`src/rtl/bus_arbiter.sv`:
```
// Shares one memory bus between the instruction-fetch and data ports.
// Data wins by default; a streak counter keeps fetch from starving, and a flush drops stale fetch results.
module bus_arbiter #(
  parameter int unsigned STARVE_LIMIT = 4
) (
  input  logic        clk,
  input  logic        reset,
  input  logic        fetch_req,
  input  logic [31:0] fetch_address,
  input  logic        fetch_flush,
  output logic [31:0] fetch_data,
  output logic        fetch_ack,
  input  logic        data_req,
  input  logic        data_write,
  input  logic [31:0] data_address,
  input  logic [31:0] data_wdata,
  input  logic [3:0]  data_strobe,
  output logic [31:0] data_rdata,
  output logic        data_ack,
  output logic        mem_valid,
  input  logic        mem_ready,
  output logic [31:0] mem_address,
  output logic        mem_write,
  output logic [31:0] mem_wdata,
  output logic [3:0]  mem_strobe,
  input  logic [31:0] mem_rdata
);

  localparam logic [1:0] ST_IDLE  = 2'd0;
  localparam logic [1:0] ST_FETCH = 2'd1;
  localparam logic [1:0] ST_DATA  = 2'd2;
  localparam logic [3:0] LIMIT    = 4'(STARVE_LIMIT);

  logic [1:0]  state_q, state_d;
  logic [3:0]  streak_q, streak_d;
  logic        drop_q, drop_d;
  logic        valid_q, valid_d;
  logic [31:0] addr_q, addr_d;
  logic        write_q, write_d;
  logic [31:0] wdata_q, wdata_d;
  logic [3:0]  strobe_q, strobe_d;
  logic        fack_q, fack_d;
  logic        dack_q, dack_d;
  logic [31:0] fdata_q, fdata_d;
  logic [31:0] drdata_q, drdata_d;

  logic        fetch_win_s, data_win_s;
  logic        grant_fetch_s, grant_data_s;

  // Winner is chosen from the raw requests; a port in its own ack cycle then forfeits the grant.
  always_comb begin
    fetch_win_s = 1'b0;
    data_win_s  = 1'b0;
    if (fetch_req && data_req) begin
      if (streak_q == LIMIT) begin
        fetch_win_s = 1'b1;
      end else begin
        data_win_s = 1'b1;
      end
    end else begin
      fetch_win_s = fetch_req;
      data_win_s  = data_req;
    end
  end

  assign grant_fetch_s = (state_q == ST_IDLE) && fetch_win_s && !fack_q;
  assign grant_data_s  = (state_q == ST_IDLE) && data_win_s && !dack_q;

  always_comb begin
    state_d  = state_q;
    streak_d = streak_q;
    drop_d   = drop_q;
    valid_d  = valid_q;
    addr_d   = addr_q;
    write_d  = write_q;
    wdata_d  = wdata_q;
    strobe_d = strobe_q;
    fack_d   = 1'b0;
    dack_d   = 1'b0;
    fdata_d  = fdata_q;
    drdata_d = drdata_q;
    case (state_q)
      ST_IDLE: begin
        if (grant_fetch_s) begin
          state_d  = ST_FETCH;
          valid_d  = 1'b1;
          addr_d   = fetch_address;
          write_d  = 1'b0;
          strobe_d = 4'hF;
          streak_d = 4'd0;
        end else if (grant_data_s) begin
          state_d  = ST_DATA;
          valid_d  = 1'b1;
          addr_d   = data_address;
          write_d  = data_write;
          wdata_d  = data_wdata;
          strobe_d = data_strobe;
          if (fetch_req) begin
            streak_d = (streak_q < LIMIT) ? streak_q + 4'd1 : streak_q;
          end else begin
            streak_d = 4'd0;
          end
        end else begin
          state_d = ST_IDLE;
        end
      end
      ST_FETCH: begin
        // A flush on the completion edge itself still suppresses the ack.
        if (mem_ready) begin
          state_d = ST_IDLE;
          valid_d = 1'b0;
          fdata_d = mem_rdata;
          fack_d  = !(drop_q || fetch_flush);
          drop_d  = 1'b0;
        end else begin
          drop_d = drop_q || fetch_flush;
        end
      end
      ST_DATA: begin
        if (mem_ready) begin
          state_d = ST_IDLE;
          valid_d = 1'b0;
          dack_d  = 1'b1;
          if (!write_q) begin
            drdata_d = mem_rdata;
          end else begin
            drdata_d = drdata_q;
          end
        end else begin
          state_d = ST_DATA;
        end
      end
      default: begin
        state_d = ST_IDLE;
        valid_d = 1'b0;
        drop_d  = 1'b0;
      end
    endcase
  end

  always_ff @(posedge clk or posedge reset) begin
    if (reset) begin
      state_q  <= ST_IDLE;
      streak_q <= 4'd0;
      drop_q   <= 1'b0;
      valid_q  <= 1'b0;
      addr_q   <= 32'd0;
      write_q  <= 1'b0;
      wdata_q  <= 32'd0;
      strobe_q <= 4'd0;
      fack_q   <= 1'b0;
      dack_q   <= 1'b0;
      fdata_q  <= 32'd0;
      drdata_q <= 32'd0;
    end else begin
      state_q  <= state_d;
      streak_q <= streak_d;
      drop_q   <= drop_d;
      valid_q  <= valid_d;
      addr_q   <= addr_d;
      write_q  <= write_d;
      wdata_q  <= wdata_d;
      strobe_q <= strobe_d;
      fack_q   <= fack_d;
      dack_q   <= dack_d;
      fdata_q  <= fdata_d;
      drdata_q <= drdata_d;
    end
  end

  assign mem_valid   = valid_q;
  assign mem_address = addr_q;
  assign mem_write   = write_q;
  assign mem_wdata   = wdata_q;
  assign mem_strobe  = strobe_q;
  assign fetch_ack   = fack_q;
  assign data_ack    = dack_q;
  assign fetch_data  = fdata_q;
  assign data_rdata  = drdata_q;

endmodule

```
`config.mk`:
```
export PLATFORM = sky130hd
export DESIGN_NAME = bus_arbiter
export DESIGN_NICKNAME = d
export VERILOG_FILES = /design/src/rtl/bus_arbiter.sv
export SDC_FILE = /design/constraint.sdc
export NUM_CORES = 1
export LEC_CHECK = 0
export ABC_AREA = 1
export BUFFER_PORTS_ARGS = -buffer_cell sky130_fd_sc_hd__buf_4
export CORE_ASPECT_RATIO = 1.4
export CORE_MARGIN = 3
export CORE_UTILIZATION = 47
export CTS_CLUSTER_SIZE = 24
export DETAILED_ROUTE_END_ITERATION = 7
export GPL_TIMING_DRIVEN = 0
export HOLD_SLACK_MARGIN = 0.15
export PLACE_DENSITY = 0.76
export SYNTH_ARGS = -nofsm -noshare
export SYNTH_HDL_FRONTEND = slang
export SYNTH_SLANG_ARGS = --single-unit
```
`constraint.sdc`:
```
create_clock -name clk -period 5.05 [get_ports clk]
set_input_delay 0.7575 -clock clk [delete_from_list [all_inputs] [get_ports clk]]
set_output_delay 0.7575 -clock clk [all_outputs]
set_load 0.03 [all_outputs]
```
==> metrics.txt, run 1 <==
Yosys reg bits=between 100 and 150; Via density=4.92; Setup WS pre-CTS=between 2 and 3 ns; final setup margin=slightly above 3 ns; GR Overflow Total=0; first-pass GRT wire length=roughly 29 mm; clock sinks=roughly 140; max-cap viol count=0; number of port buffers=274; Layout fillers=between 1000 and 1500; Tcrit/Tclk final=38.7%; Worst Setup End Kind=flip-flop; Yosys warnings=0; CTS Buf Count=17; fraction of registers with async set/reset=100%; Fmax achieved=just over 0.5 GHz; Crit path largest cell delay=between 0.4 and 0.5 ns; CP max FO=10; cell mode on critical path=inv_1; Rel. slew slack=58.9%; worst-margin pin slew=0.616 ns; core area=about 12000 µm²; post-CTS setup repair buffer count=0; Buf+Inv Stages, Crit Path=3; layout cell share with drive strength beyond 1=a little over a third; Synth Net Count=~800; cell family with most CP delay=buffers and inverters; Initial Util=about half; clk slew on worst S/H paths=~0.060 ns; nets@finish=1115; Bufs on Longest Clock Path=2; CP arrival=about 2.3 ns; DIE WIDTH=between 100 and 150 µm; area leader, netlist=dfrtp_1; Final Skew=~0.014 ns; gr usage total=about a quarter; antenna violations before repair=0; Hold Buf Count CTS=0; DIE AREA=14200 µm²; Leak=4.84 nW; H-tree Lvls=4; CP required=approximately 5.4 ns; critical path cell sequence=inv_1, ha_1, inv_1, nor2_2, clkbuf_1, nand3_1, a21oi_2; Post-synth EDFFs=0; Site Rows=48; VDD IR max=around 370 µV; minimum clock period=1.95 ns; Post-synth top flop=dfrtp_1; Non-Filler Instances=1134; power density over cell area=around 710 nW/µm²; routed wire length=17.8 mm; Worst Setup Path Type=flip-flop to flip-flop; vias in the first global route=~5700; Synth area leaders=dfrtp_1 (59%), nand2_1 (15%), o21ai_0 (6.9%), nand3_1 (4.2%), inv_1 (2.9%); top-area cell type share of the netlist area=59.5%; area grow syn2layout=47.8%; ANT cells=0; average size of a mapped cell=~9 µm²; Final Hold Vio Count=0; most common cell in the netlist=nand2_1; detailed-route via count=roughly 5600; slowest CP cell=clkbuf_1; Placed Instances=about 1100; CTS tree=yes; synth cell count leaders=nand2_1 (242), dfrtp_1 (143), o21ai_0 (83); drt initial violations=about 240; Synth cell types=25; Seq/Total Area, Yosys=approximately 59%; Post-DP HPWL=13.1 mm; Final ANT Viol Nets=0; die height=between 100 and 150 µm; drt drc=0; status=finished clean; drt pass-1 iters=5; RSZ-0062 raised after global routing=no; pin count of the biggest net entering global routing=79; startpoint types=flip-flop; cell area after synthesis=around 6000 µm²; # IOs=275; Slew Viols, Final=0; routed wire length per instance=approximately 16 µm; Final setup viols=0; Placer Congestion=around 0.84; Hold Crit Class=input pin to asynchronous set/reset pin; worst-skew pair later-pin latency=approximately 0.41 ns; synthesized instance count=slightly below 700; post_cts resized=0; root buffer cell=clkbuf_16
## state kept, by name, indices dropped and copies added (netlist names)
register	cells
fetch_data	32
streak_q	4
data_rdata	32
data_ack	1
mem_strobe	4
mem_wdata	32
mem_write	1
mem_valid	1
drop_q	1
fetch_ack	1
mem_address	32
state_q	2
## power breakdown
group | total (mW) | switching (mW) | internal, mW
Sequential | 1.97 | 0.293 | 1.67
Combinational | 3.08 | 1.99 | 1.09
Clock | 1.26 | 0.511 | 0.751
## worst reg2reg max path: cells and delay by family, from the launching register on
kind,cells,cell delay (ns)
adders and majority gates,1,0.16
DFF,1,0.40
and+or+nand+nor,2,0.58
buffers and inverters,3,0.61
AOI/OAI and AO/OA,1,0.14
## area by class of cell
class	count	area, µm²	share of cell area, %
sequential	143	3580	40.3
buffer	38	205	2.31
clock inverter	13	153	1.72
multi-input combinational	449	2060	23.1
clock buffer	19	443	4.98
inverter	47	181	2.04
timing repair buffer	275	2080	23.5
tap	150	188	2.11
## worst paths after layout
kind / startpoint / endpoint / slack [ns] / depth (start not counted)
min reg2reg: drop_q / fetch_ack / 0.43 / 1
min in group clk: drop_q / fetch_ack / 0.43 / 1
max reg2reg: state_q[0] / mem_address[30] / 3.10 / 7
max: state_q[0] / mem_address[30] / 3.10 / 7
max in group asynchronous: reset / mem_address[15] / 3.84 / 3
min: reset / fetch_data[3] / 0.43 / 2
## cells by family (layout without fill, tap and decap cells)
kind of cell             Yosys count  after routing  share of synthesized area (%)
XOR/XNOR                           1              1                          0.146
AO/OA/AOI/OAI                    107            107                           10.0
flip-flops                       143            143                           59.5
adder cells (fa/ha/maj)            5              5                           1.04
AND/OR/NAND/NOR                  336            336                           23.0
buffers and inverters             85            392                           6.34
## metal layers
| metal | vias to the layer above | GRT usage (%) | routed length, µm |
|---|---|---|---|
| met4 | 0 | 10.8 | 591 |
| met2 | 212 | 43.2 | 9120 |
| met3 | 41 | 8.27 | 1430 |
| met1 | 2594 | 29.8 | 6610 |
| met5 | - | 0 | 0 |
| li1 | 2734 | - | - |
## cell usage in the layout, fill, tap and decap left out
cell type and n:
buf_2 14, a21oi_1 4, inv_6 6, inv_1 45
clkbuf_8 1, inv_2 1, a21oi_2 16, clkinv_4 3
nor2_2 2, o22ai_1 1, ha_1 5, nand3_1 50
nand2_1 242, nand2_2 1, bufinv_16 2, nand2_4 5
dfrtp_1 143, clkbuf_16 17, a21boi_0 1, clkbuf_1 18
buf_4 276, buf_6 5, xor2_1 1, o21ai_0 83
clkinvlp_4 3, buf_16 1, o21ai_1 1, nand3_2 1
nor3_1 2, a22oi_1 1, or2_2 2, nor2_1 31
## per-stage QoR
step,area [µm²],hold slack (ns),util [%],power [mW],TNS [ns]
after global placement,8260,0.420,66.4,5.03,-178.22
final,8890,0.429,71.5,6.31,0
after global routing,8890,0.442,71.5,6.69,0
after floorplan,6020,0.409,-,3.83,0
after detailed placement,8290,0.420,66.7,5.08,0
after CTS,8890,0.431,71.5,6.36,0
Power figures use the tool's default switching activity.
==> run 2: changes to the inputs <==
ABC_AREA = 0   (was 1)
CORE_UTILIZATION = 42   (was 47)
PLACE_DENSITY = 0.72   (was 0.76)
clock period = 1.75 ns   (was 5.05 ns; I/O delays follow)
==> run 2 against run 1 <==
The flow now finishes with violations (negative setup slack). First-iteration DRC count down 38%. Power grew to 3.1 times the previous value. Count of clock-buffer cells in the layout unchanged. Global-route usage shrank 2.7 points. Via count is 8.1% lower. Final area is 16% higher. Clock skew decreased by 0.0055 ns. Non-clock buffer count rose by 124. Critical endpoint is now mem_address[26]. Largest cell class is now buffers.
==> metrics.txt, run 2 <==
status=complete, but fails checks; failing checks=negative setup slack; DIE AREA=15200 µm² (+7.1%); layout cell share with drive strength beyond 1=51.9% (+16 points); Yosys reg bits=143 (unchanged); fraction of registers with async set/reset=100% (unchanged); area of placed instances=8130 µm² (-2.0%); Pwr Total=19.5 mW (+210%); RSZ-0062 raised after global routing=yes; root buffer cell=clkbuf_16; Bufs on Longest Clock Path=2 (unchanged); drt drc=0 (unchanged); worst-skew pair later-pin latency=0.41 ns (about the same); most common cell in the netlist=dfrtp_1; Hold Crit Class=input pin to flip-flop; antenna violations before repair=1 (+1); design area=10300 µm² (+16%); Leak=5.01 nW (+3.4%); routed wire length=18.7 mm (+5.6%); CTS tree=yes; pin count of the biggest net entering global routing=43 (-46%); power density over cell area=1900 nW/µm² (+170%); nets@finish=997 (-11%); Yosys warnings=0 (unchanged); final core utilization=76.5% (+5.0 points); final setup margin=-0.0268 ns (-3.12 ns); Final ANT Viol Nets=0 (unchanged); cell area after synthesis=5780 µm² (-4.0%); routed wire length per instance=17.9 µm (+14%); worst-margin pin slew=0.603 ns (-0.0132 ns); Post-synth top flop=dfrtp_1; Seq/Total Area, Yosys=61.9% (+2.4 points); CTS Buf Count=17 (unchanged); GR Overflow Total=0 (unchanged); vias in the first global route=5650 (-0.26%); Post-synth EDFFs=0 (unchanged); clock sinks=143 (unchanged); drt pass-1 iters=5 (unchanged); synthesized instance count=420 (-38%); DIE WIDTH=105 µm (+3.5%); Initial Util=43.0% (-5.4 points); max-cap viol count=0 (unchanged); Worst Setup Path Type=flip-flop to flip-flop; top-area cell type share of the netlist area=61.9% (+2.4 points); drt initial violations=151 (-38%); area grow syn2layout=78.0%; startpoint types=flip-flop; first-pass GRT wire length=27.9 mm (-2.5%); CP arrival=2.06 ns (-0.22 ns); Post-DP HPWL=12.0 mm (-8.4%); Tcrit/Tclk final=102% (+63 points); Fin Setup TNS=-0.0572 ns (-0.0572 ns); synth cell count leaders=dfrtp_1 (143), mux2_2 (95), nand2_1 (36); average size of a mapped cell=13.8 µm² (+55%); Crit path largest cell delay=0.39 ns (-0.05 ns); H-tree Lvls=4 (unchanged); Final Skew=0.00891 ns (-0.00552 ns); area leader, netlist=dfrtp_1; Rel. slew slack=59.7% (+0.79 points); Synth area leaders=dfrtp_1 (62%), mux2_2 (19%), mux2i_1 (5.5%), o21ai_1 (2.8%), nand2_1 (2.3%); CP required=2.03 ns (-3.35 ns); Final Hold Vio Count=0 (unchanged); Slew Viols, Final=0 (unchanged); Final setup viols=4 (+4); Synth Net Count=564 (-31%); detailed-route via count=5131 (-8.1%); die height=145 µm (+3.5%); minimum clock period=1.78 ns (-0.175 ns); slowest CP cell=dfrtp_1; commonest cells after routing, fill and taps aside=buf_4 (291), dfrtp_1 (143), dlygate4sd3_1 (130); clk slew on worst S/H paths=0.06 ns (about the same); commonest non-fill, non-tap cell in the layout=buf_4; core area=13500 µm² (+8.2%); critical path cell sequence=inv_2, ha_4, nand3b_4, o21ai_4, buf_12, clkbuf_16, mux2i_1, o21ai_1; Setup WS pre-CTS=-0.169 ns (-3.13 ns); Site Rows=50 (+4.2%); Via density=4.90 (-0.52%); gr usage total=23.1% (-2.7 points); VDD IR max=1210 µV (+220%); Synth cell types=28 (+12%); R2R Path Start=streak_q[0]; hold path start=data_address[27]; CP max FO=8 (-2); crit path from=streak_q[0]; Worst Setup End Kind=flip-flop; # IOs=275 (unchanged); Placer Congestion=0.816 (-2.9%); number of port buffers=274 (unchanged); Layout fillers=787 (-22%); Fmax achieved=0.563 GHz (+9.9%)
==> run 2: cell count changes after synthesis, sizes merged, moves of 9 or more <==
cell | before | now
nor2 | 33 | 13
a21oi | 20 | 11
mux2 | 0 | 96
nand2 | 248 | 36
inv | 47 | 8
o21ai | 84 | 37
clkbuf | 17 | 3
nand3 | 51 | 0
mux2i | 0 | 32
==> run 2: logic make-up (layout without fill, tap and decap cells) <==
kind of cell / after synthesis / in the layout / synth area share [%]
adders and majority gates: 5 / 5 / 1.08
buffers and inverters: 31 / 476 / 3.23
other: 0 / 1 / 0
AOI/OAI and AO/OA: 52 / 52 / 4.79
and+or+nand+nor: 61 / 61 / 4.72
DFF: 143 / 143 / 61.9
muxes: 128 / 128 / 24.3
==> run 2: layer usage <==
metal	up-vias	global-route usage (%)	wire length [µm]
li1	2320	-	-
met1	2541	24.5	6710
met5	-	0	0
met2	228	43.4	10300
met3	42	6.66	1210
met4	0	8.64	533
==> run 2: final timing paths <==
path / to / slack [ns] / depth (start not counted)
worst max register to register: mem_address[26] / -0.03 / 8
min in group asynchronous: fetch_data[18] / 0.49 / 3
worst min-delay path: mem_address[27] / 0.16 / 3
worst min register to register: fetch_ack / 0.44 / 1
max in group asynchronous: mem_address[5] / 0.39 / 5
worst max-delay path: mem_address[26] / -0.03 / 8
==> run 2: through the flow <==
stage	cells	hold slack, ns
4_1_cts	1041	0.151
3_3_place_gp	876	0.425
6_report	1048	0.164
2_1_floorplan	420	0.336
5_1_grt	1048	0.180
3_5_place_dp	879	0.363
==> run 2: final cells by class <==
class	instances	area, µm²	share of cell area [%]
sequential	143	3580	34.8
timing repair buffer	415	3510	34.1
multi-input combinational	246	2110	20.5
clock buffer	19	443	4.31
tap	182	228	2.21
buffer	22	226	2.20
clock inverter	12	160	1.56
inverter	8	33.8	0.328
antenna	1	2.50	0.0243
==> run 2: critical path, delay by kind of cell, from the launching register on <==
family | cells | cell delay, ns
fa+ha+maj | 1 | 0.14
simple gates | 1 | 0.10
mux | 1 | 0.24
buf+inv | 3 | 0.44
compound gates | 2 | 0.35
flops | 1 | 0.39
==> run 2: power breakdown <==
part	total (mW)	switching (mW)	internal, mW
clock	3.69	1.41	2.29
combinational	9.92	5.58	4.34
sequential	5.89	0.959	4.94
total	19.5	7.95	11.6
==> run 2: timing repair <==
action,CTS,global route
gates cloned,0,1
setup endpoints to repair,104,102
gates resized for setup,18,30
pin swaps,1,4
hold buffers,130,0
buffers inserted,2,5
hold endpoints to repair,159,0
